**src/rtl/sequence_event_monitor_pkg.sv**
```systemverilog
// Shared definitions for sequence_event_monitor: FSM state encoding and
// active-low seven-segment patterns.
package sequence_event_monitor_pkg;

  localparam logic [1:0] IDLE   = 2'd0;
  localparam logic [1:0] DETECT = 2'd1;
  localparam logic [1:0] HOLD   = 2'd2;

  typedef enum logic [1:0] {
    StIdle   = IDLE,
    StDetect = DETECT,
    StHold   = HOLD
  } state_e;

  localparam logic [6:0] SEG_BLANK = 7'h7F;
  localparam logic [6:0] SEG_0     = 7'h40;
  localparam logic [6:0] SEG_1     = 7'h79;
  localparam logic [6:0] SEG_2     = 7'h24;
  localparam logic [6:0] SEG_3     = 7'h30;
  localparam logic [6:0] SEG_4     = 7'h19;
  localparam logic [6:0] SEG_5     = 7'h12;
  localparam logic [6:0] SEG_6     = 7'h02;
  localparam logic [6:0] SEG_7     = 7'h78;
  localparam logic [6:0] SEG_8     = 7'h00;
  localparam logic [6:0] SEG_9     = 7'h10;
  localparam logic [6:0] SEG_A     = 7'h08;
  localparam logic [6:0] SEG_B     = 7'h03;
  localparam logic [6:0] SEG_C     = 7'h46;
  localparam logic [6:0] SEG_D     = 7'h21;
  localparam logic [6:0] SEG_E     = 7'h06;
  localparam logic [6:0] SEG_F     = 7'h0E;

endpackage

```
**src/rtl/hex_to_7seg.sv**
```systemverilog
// Combinational hex nibble to active-low seven-segment decoder.
module hex_to_7seg
  import sequence_event_monitor_pkg::*;
(
  input  logic [3:0] i_nib,
  output logic [6:0] o_seg
);

  always_comb begin
    o_seg = SEG_BLANK;
    case (i_nib)
      4'h0:    o_seg = SEG_0;
      4'h1:    o_seg = SEG_1;
      4'h2:    o_seg = SEG_2;
      4'h3:    o_seg = SEG_3;
      4'h4:    o_seg = SEG_4;
      4'h5:    o_seg = SEG_5;
      4'h6:    o_seg = SEG_6;
      4'h7:    o_seg = SEG_7;
      4'h8:    o_seg = SEG_8;
      4'h9:    o_seg = SEG_9;
      4'hA:    o_seg = SEG_A;
      4'hB:    o_seg = SEG_B;
      4'hC:    o_seg = SEG_C;
      4'hD:    o_seg = SEG_D;
      4'hE:    o_seg = SEG_E;
      4'hF:    o_seg = SEG_F;
      default: o_seg = SEG_BLANK;
    endcase
  end

endmodule

```
**src/rtl/sequence_event_monitor.sv**
```systemverilog
// Counts z detection events and tracks current/longest z=1 runs for board display.
// Optional macro SEQ_MONITOR_PARITY_EN puts running parity of w on LEDR[8].
module sequence_event_monitor
  import sequence_event_monitor_pkg::*;
#(
  parameter int unsigned CNT_W = 8,  // must be >= 8 (LEDR[7:0] shows low byte)
  parameter int unsigned RUN_W = 8   // must be >= 8 (HEX1:HEX0 show low byte)
) (
  input  logic [0:0] KEY,
  input  logic [1:0] SW,
  input  logic       z,
  output logic [9:0] LEDR,
  output logic [6:0] HEX0,
  output logic [6:0] HEX1
);

  localparam logic [RUN_W-1:0] RunMax = '1;

  logic             w_clk;
  logic             w_rst_n;
  logic             w_event;
  logic             w_led8;
  logic [RUN_W-1:0] w_run_nxt;

  state_e           r_state;
  logic [CNT_W-1:0] r_cnt;
  logic             r_ovf;
  logic             r_z;
  logic [RUN_W-1:0] r_run;
  logic [RUN_W-1:0] r_longest;

  assign w_clk   = KEY[0];
  assign w_rst_n = SW[0];
  assign w_event = z && (r_state == StIdle);

  always_comb begin
    w_run_nxt = '0;
    if (z) begin
      if (r_state == StIdle) begin
        w_run_nxt = RUN_W'(1);
      end else if (r_run != RunMax) begin
        w_run_nxt = r_run + 1'b1;
      end else begin
        w_run_nxt = r_run;
      end
    end
  end

  always_ff @(posedge w_clk) begin
    if (!w_rst_n) begin
      r_state   <= StIdle;
      r_cnt     <= '0;
      r_ovf     <= 1'b0;
      r_z       <= 1'b0;
      r_run     <= '0;
      r_longest <= '0;
    end else begin
      r_z <= z;
      case (r_state)
        StIdle:   if (z) r_state <= StDetect;
        StDetect: r_state <= z ? StHold : StIdle;
        StHold:   if (!z) r_state <= StIdle;
        default:  r_state <= StIdle;
      endcase
      if (w_event) begin
        r_cnt <= r_cnt + 1'b1;
        if (&r_cnt) r_ovf <= 1'b1;
      end
      r_run <= w_run_nxt;
      if (w_run_nxt > r_longest) r_longest <= w_run_nxt;
    end
  end

`ifdef SEQ_MONITOR_PARITY_EN
  logic r_par;
  logic w_unused_ovf;

  always_ff @(posedge w_clk) begin
    if (!w_rst_n) r_par <= 1'b0;
    else          r_par <= r_par ^ SW[1];
  end

  // Overflow is kept for internal bookkeeping only in this build.
  assign w_unused_ovf = r_ovf;
  assign w_led8       = r_par;
`else
  logic r_w;
  logic w_unused_w;

  always_ff @(posedge w_clk) begin
    if (!w_rst_n) r_w <= 1'b0;
    else          r_w <= SW[1];
  end

  assign w_unused_w = r_w;
  assign w_led8     = r_ovf;
`endif

  assign LEDR = {r_z, w_led8, r_cnt[7:0]};

  hex_to_7seg u_hex0 (
    .i_nib (r_longest[3:0]),
    .o_seg (HEX0)
  );

  hex_to_7seg u_hex1 (
    .i_nib (r_longest[7:4]),
    .o_seg (HEX1)
  );

endmodule

```
**config.mk**
```make
export PLATFORM = sky130hd
export DESIGN_NAME = sequence_event_monitor
export DESIGN_NICKNAME = d
export VERILOG_FILES = /design/src/rtl/sequence_event_monitor_pkg.sv /design/src/rtl/hex_to_7seg.sv /design/src/rtl/sequence_event_monitor.sv
export SDC_FILE = /design/constraint.sdc
export NUM_CORES = 1
export LEC_CHECK = 0
export ABC_AREA = 1
export CAP_MARGIN = 20
export CORE_UTILIZATION = 59
export DETAILED_ROUTE_END_ITERATION = 12
export PLACE_DENSITY_LB_ADDON = 0.3
export SKIP_CTS_REPAIR_TIMING = 1
export SYNTH_ARGS = -nofsm -noshare
export SYNTH_HDL_FRONTEND = slang
export SYNTH_HIERARCHICAL = 1
export SYNTH_SLANG_ARGS = --single-unit
```
**constraint.sdc**
```tcl
create_clock -name KEY -period 4.88 [get_ports KEY]
set_input_delay 1.22 -clock KEY [delete_from_list [all_inputs] [get_ports KEY]]
set_output_delay 1.22 -clock KEY [all_outputs]
set_load 0.005 [all_outputs]
```
-- Word level (Yosys, flattened, before mapping)
Memory sizes are Yosys's and may differ from the RTL's. A register that Yosys moved wholly into a read port is not among the register bits.
Index checks and enable logic that the tools add are counted.
- word-level logic and storage cells: 31
- output and inout bits: 24
- bits of input ports: 4
- bits in read-only memories: 224
- flip-flop bits (word level): 28
- memories kept: 2
- memories (memory ; words ; bits a word ; read ports ; clocked after memory_dff ; write ports ; RTL line ; text):
    (no name shown) ; 16 ; 7 ; 1 ; 1 ; 0 ; hex_to_7seg.sv:11 ; case (i_nib)
    (no name shown) ; 16 ; 7 ; 1 ; 1 ; 0 ; hex_to_7seg.sv:11 ;
- eq/ne operators: 5
- $lt $le $gt $ge: 1
- reduce and logical (&&, ||, !) cells: 4
- add/sub/neg operators: 2
- muxes and demuxes: 11
- operator list (cell ; number):
    8-bit two-way mux ; 3
    8-bit by 1-bit adder with 8-bit output, second input constant ; 2
    4-bit two-way mux ; 4
    9-bit AND reduction ; 1
    8-bit > comparator ; 1
    8-bit != test, second input constant ; 1
    2-bit two-way mux ; 3
    2-bit one-hot mux with 3 select lines ; 1
    2-bit != test, second input constant ; 2
    2-bit by 1-bit == test with 1-bit output, second input constant ; 1
    2-bit == test, second input constant ; 1
    2-bit zero test ; 1
    2-bit AND reduction ; 1
    1-bit logical AND ; 1

-- Logic depth before layout (Yosys ltp)
- word-level depth: 7
- mapped depth: 21
- depth with buffers taken out: 21

-- Hierarchy
The synthesis kept the hierarchy.
- by module, submodules not included (module ; cells each ; times used ; area each (um^2)):
    sequence_event_monitor ; 240 ; 1 ; 1614.0
    hex_to_7seg ; 49 ; 2 ; 274.0

-- Least setup slack after synthesis
OpenSTA, ideal clock, no wires.
- path kind: input port to flip-flop
- from: input port z
- to: register r_longest[1]
- arrival time: 2.487 ns
- required time: 4.765 ns
- stages on the path: 16
- buffers on the path: 1
- setup slack: 2.278 ns
- library setup time: 0.115 ns
- cells stage by stage: inv_2 > nor2_4 > inv_2 > nor2_2 > nand2_2 > inv_1 > ha_1 > nand2_1 > inv_1 > nand2_1 > nand2_1 > nand2_1 > nand2_1 > buf_2 > a21oi_1 > nor2_1
- cells in the longest elaborated chain, start to end: 2
- RTL lines (what ; RTL line ; text):
    start, declared ; sequence_event_monitor.sv:11 ; input logic z,
    8-bit two-way mux ; sequence_event_monitor.sv:38 ; if (z) begin
    named net w_run_nxt[2] ; sequence_event_monitor.sv:23 ; logic [RUN_W-1:0] w_run_nxt;
    8-bit > comparator ; sequence_event_monitor.sv:70 ; if (w_run_nxt > r_longest) r_longest <= w_run_nxt;
    end signal, assigned ; sequence_event_monitor.sv:70 ;
    end, declared ; sequence_event_monitor.sv:30 ; logic [RUN_W-1:0] r_longest;
The timed path passes the listed nets, and every way through them passes these cells.
A chain may end at the register's enable or synchronous reset.

-- Worst setup path after layout
- from: input port z
- to: register r_longest[0]
The elaborated chain is that of the path after synthesis.

==> flow_summary.json <==
{
  "status": "finished, final reports clean",
  "setup_violations": 0,
  "period_minus_slack_ns": 3.39,
  "cts_buffers": 3,
  "vias_per_cell": 4.94,
  "fmax_mhz": 295,
  "overflow": 0,
  "die_h_um": 62.5,
  "wl_um": 4080,
  "worstPathArrival_ns": 3.63,
  "cp_common_cell": "nand2_1",
  "hold_class": "reg -> reg",
  "row_count": 21,
  "die_x_um": 62.5,
  "clockBufferDepth": 2,
  "yosys_warnings": 6,
  "clk_latency_ns": 0.34,
  "grt_pass1_vias": 1793,
  "nNetsFinal": 387,
  "p_leak_nw": 1.23,
  "drt-initial-drc-count": 110,
  "via_count": 1997,
  "wire_per_inst_um": 10.1,
  "gp_congestion": 0.840,
  "finalMaxSlewViolations": 0,
  "design.die.area_um2": 3910,
  "tightest_slew_ns": 0.550,
  "ys_ff_latch": 28,
  "skew_ns": 0.0126,
  "rsz0062_at_grt": "false",
  "drive_gt1_share_pct": 9.22,
  "synth_cells": 338,
  "drc": 0,
  "power.density_nw_per_um2": 358,
  "port_buffers": 26,
  "crit_family": "simple AND/OR/NAND/NOR gates",
  "antenna_found_initial": 0,
  "syn_nets": 366,
  "worst_ir_drop_vdd_v": 0.000216,
  "critPathKind": "in -> reg",
  "end_kind": "register",
  "grt_pass1_wl_um": 7380,
  "syn_area_um2": 2160,
  "clockRootBuffer": "clkbuf_4",
  "crit_slowest_cell": "clkdlybuf4s50_1",
  "synth_seq_area_share_pct": 25.9,
  "hold_violations": 0,
  "htree_num_levels": 1,
  "cts_tree": "done",
  "crit_buf_inv": 3,
  "nFillCells": 303,
  "area_growth_pct": 13.9,
  "crit_fanout": 11,
  "track_usage_pct": 22.5,
  "ant_nets": 0,
  "num_io_pins": 28,
  "fin_tns_setup_ns": 0,
  "placed_cell_area_um2": 2410,
  "syn_area_per_cell_um2": 6.40,
  "slew_headroom_pct": 63.2,
  "grt_max_degree": 17,
  "hpwl_um": 3110,
  "critical_path.cell_chain": "clkdlybuf4s50_1 > inv_2 > nor2_4 > nand3_1 > inv_1 > ha_1 > nand2_1 > nor2_1 > nand4_1 > nand2_1 > nand2_1 > nand2_1 > nor2_1",
  "fin_crit_sh_pct": 69.4,
  "required_ns": 5.12,
  "fp.coreArea_um2": 3420,
  "setup.worst_path.start_class": "input port",
  "cap_violations": 0,
  "dr.pass1.iters": 4,
  "start_util_pct": 63.3,
  "clk_pin_slew_worst_paths_ns": 0.16,
  "ys_types": 26,
  "crit_path_max_incr_delay_ns": 0.53,
  "final_area_um2": 2460,
  "cts_sinks": 28,
  "insertedDiodeCount": 0
}
cell type report:
cell class	count	area [µm²]	area share, %
multi-input combinational	239	1300	52.9
sequential	28	561	22.8
timing repair buffer	26	260	10.6
inverter	61	229	9.29
tap	46	57.6	2.34
clock inverter	1	30.0	1.22
clock buffer	3	22.5	0.914
flip-flops by register name (all words and copies together) (netlist names):
register   count
r_z            1
r_longest      8
r_ovf          1
r_cnt          8
r_run          8
r_state        2
per-stage QoR:
| stage | hold WS, ns | cells | total power [mW] | utilization (%) | worst slack [ns] |
|---|---|---|---|---|---|
| 6_report | 0.463 | 404 | 0.881 | 72.1 | 1.49 |
| 5_1_grt | 0.510 | 404 | 0.968 | 72.1 | 1.26 |
| 4_1_cts | 0.471 | 404 | 0.885 | 72.1 | 1.54 |
| 3_5_place_dp | 0.452 | 400 | 0.728 | 70.6 | 1.22 |
| 3_3_place_gp | 0.441 | 400 | 0.715 | 70.6 | 1.27 |
| 2_1_floorplan | 0.430 | 338 | 0.587 | - | 2.28 |
power breakdown:
part	switching, mW	internal (mW)	leakage [nW]
Combinational	0.227	0.200	0.978
Sequential	0.0477	0.251	0.228
Clock	0.0718	0.0831	0.0279
routing by layer:
metal  routed length (µm)  GRT usage [%]  vias to the layer above  part of all wire (%)
met3                  163           4.01                        2                   4.0
met4                   12           2.62                        0                  0.29
met1                 2000           29.1                      875                    49
li1                     -              -                     1087                     -
met5                    0              0                        -                     0
met2                 1900           39.8                       33                    47
worst paths after layout:
kind	from	endpoint	slack [ns]	cells after the start
setup / recovery	z	r_longest[0]$_SDFFE_PN0N_	1.49	13
setup reg to reg	r_run[0]$_SDFF_PN0_	r_longest[0]$_SDFFE_PN0N_	2.20	14
hold reg to reg	r_state[0]$_SDFFE_PN0P_	r_state[1]$_SDFFE_PN0P_	0.46	1
hold / removal	r_state[0]$_SDFFE_PN0P_	r_state[1]$_SDFFE_PN0P_	0.46	1
cell usage in the layout, fill, tap and decap left out, drive strengths merged, types with 3 or more instances in the layout:
cell type      instances
clkbuf                 3
ha                    24
nand3                 39
nand4                  3
clkdlybuf4s50         26
nor2                  36
dfxtp                 28
inv                   61
nor3                   4
nand2                105
o21ai                 10
a21oi                 14
cells by family (layout without fill, tap and decap cells):
family          Yosys count  after routing  synth area share, %
simple gates            189            189                 39.8
buf+inv                  71             91                 13.8
flops                    28             28                 25.9
compound gates           26             26                 6.60
fa+ha+maj                24             24                 13.9
Yosys cell counts:
cell | n | area (µm²)
nand2_1 | 100 | 375
inv_1 | 52 | 195
nand3_1 | 35 | 175
nor2_1 | 30 | 113
dfxtp_1 | 28 | 561
ha_1 | 24 | 300
a21oi_1 | 14 | 70.1
inv_2 | 9 | 33.8
nand2_2 | 5 | 31.3
o21ai_0 | 5 | 25.0
buf_2 | 4 | 20.0
nand3_2 | 4 | 40.0
nor2_4 | 4 | 45.0
buf_4 | 3 | 22.5
nand4_1 | 3 | 18.8
nor3_2 | 3 | 30.0
o21ai_1 | 3 | 15.0
buf_6 | 2 | 22.5
nor2_2 | 2 | 12.5
o21ai_2 | 2 | 17.5
a211oi_1 | 1 | 7.51
a21o_1 | 1 | 7.51
clkbuf_1 | 1 | 3.75
nand3b_1 | 1 | 7.51
nor3_1 | 1 | 5.00
nor3b_1 | 1 | 7.51
No activity file was read; power rests on OpenSTA's default activity.
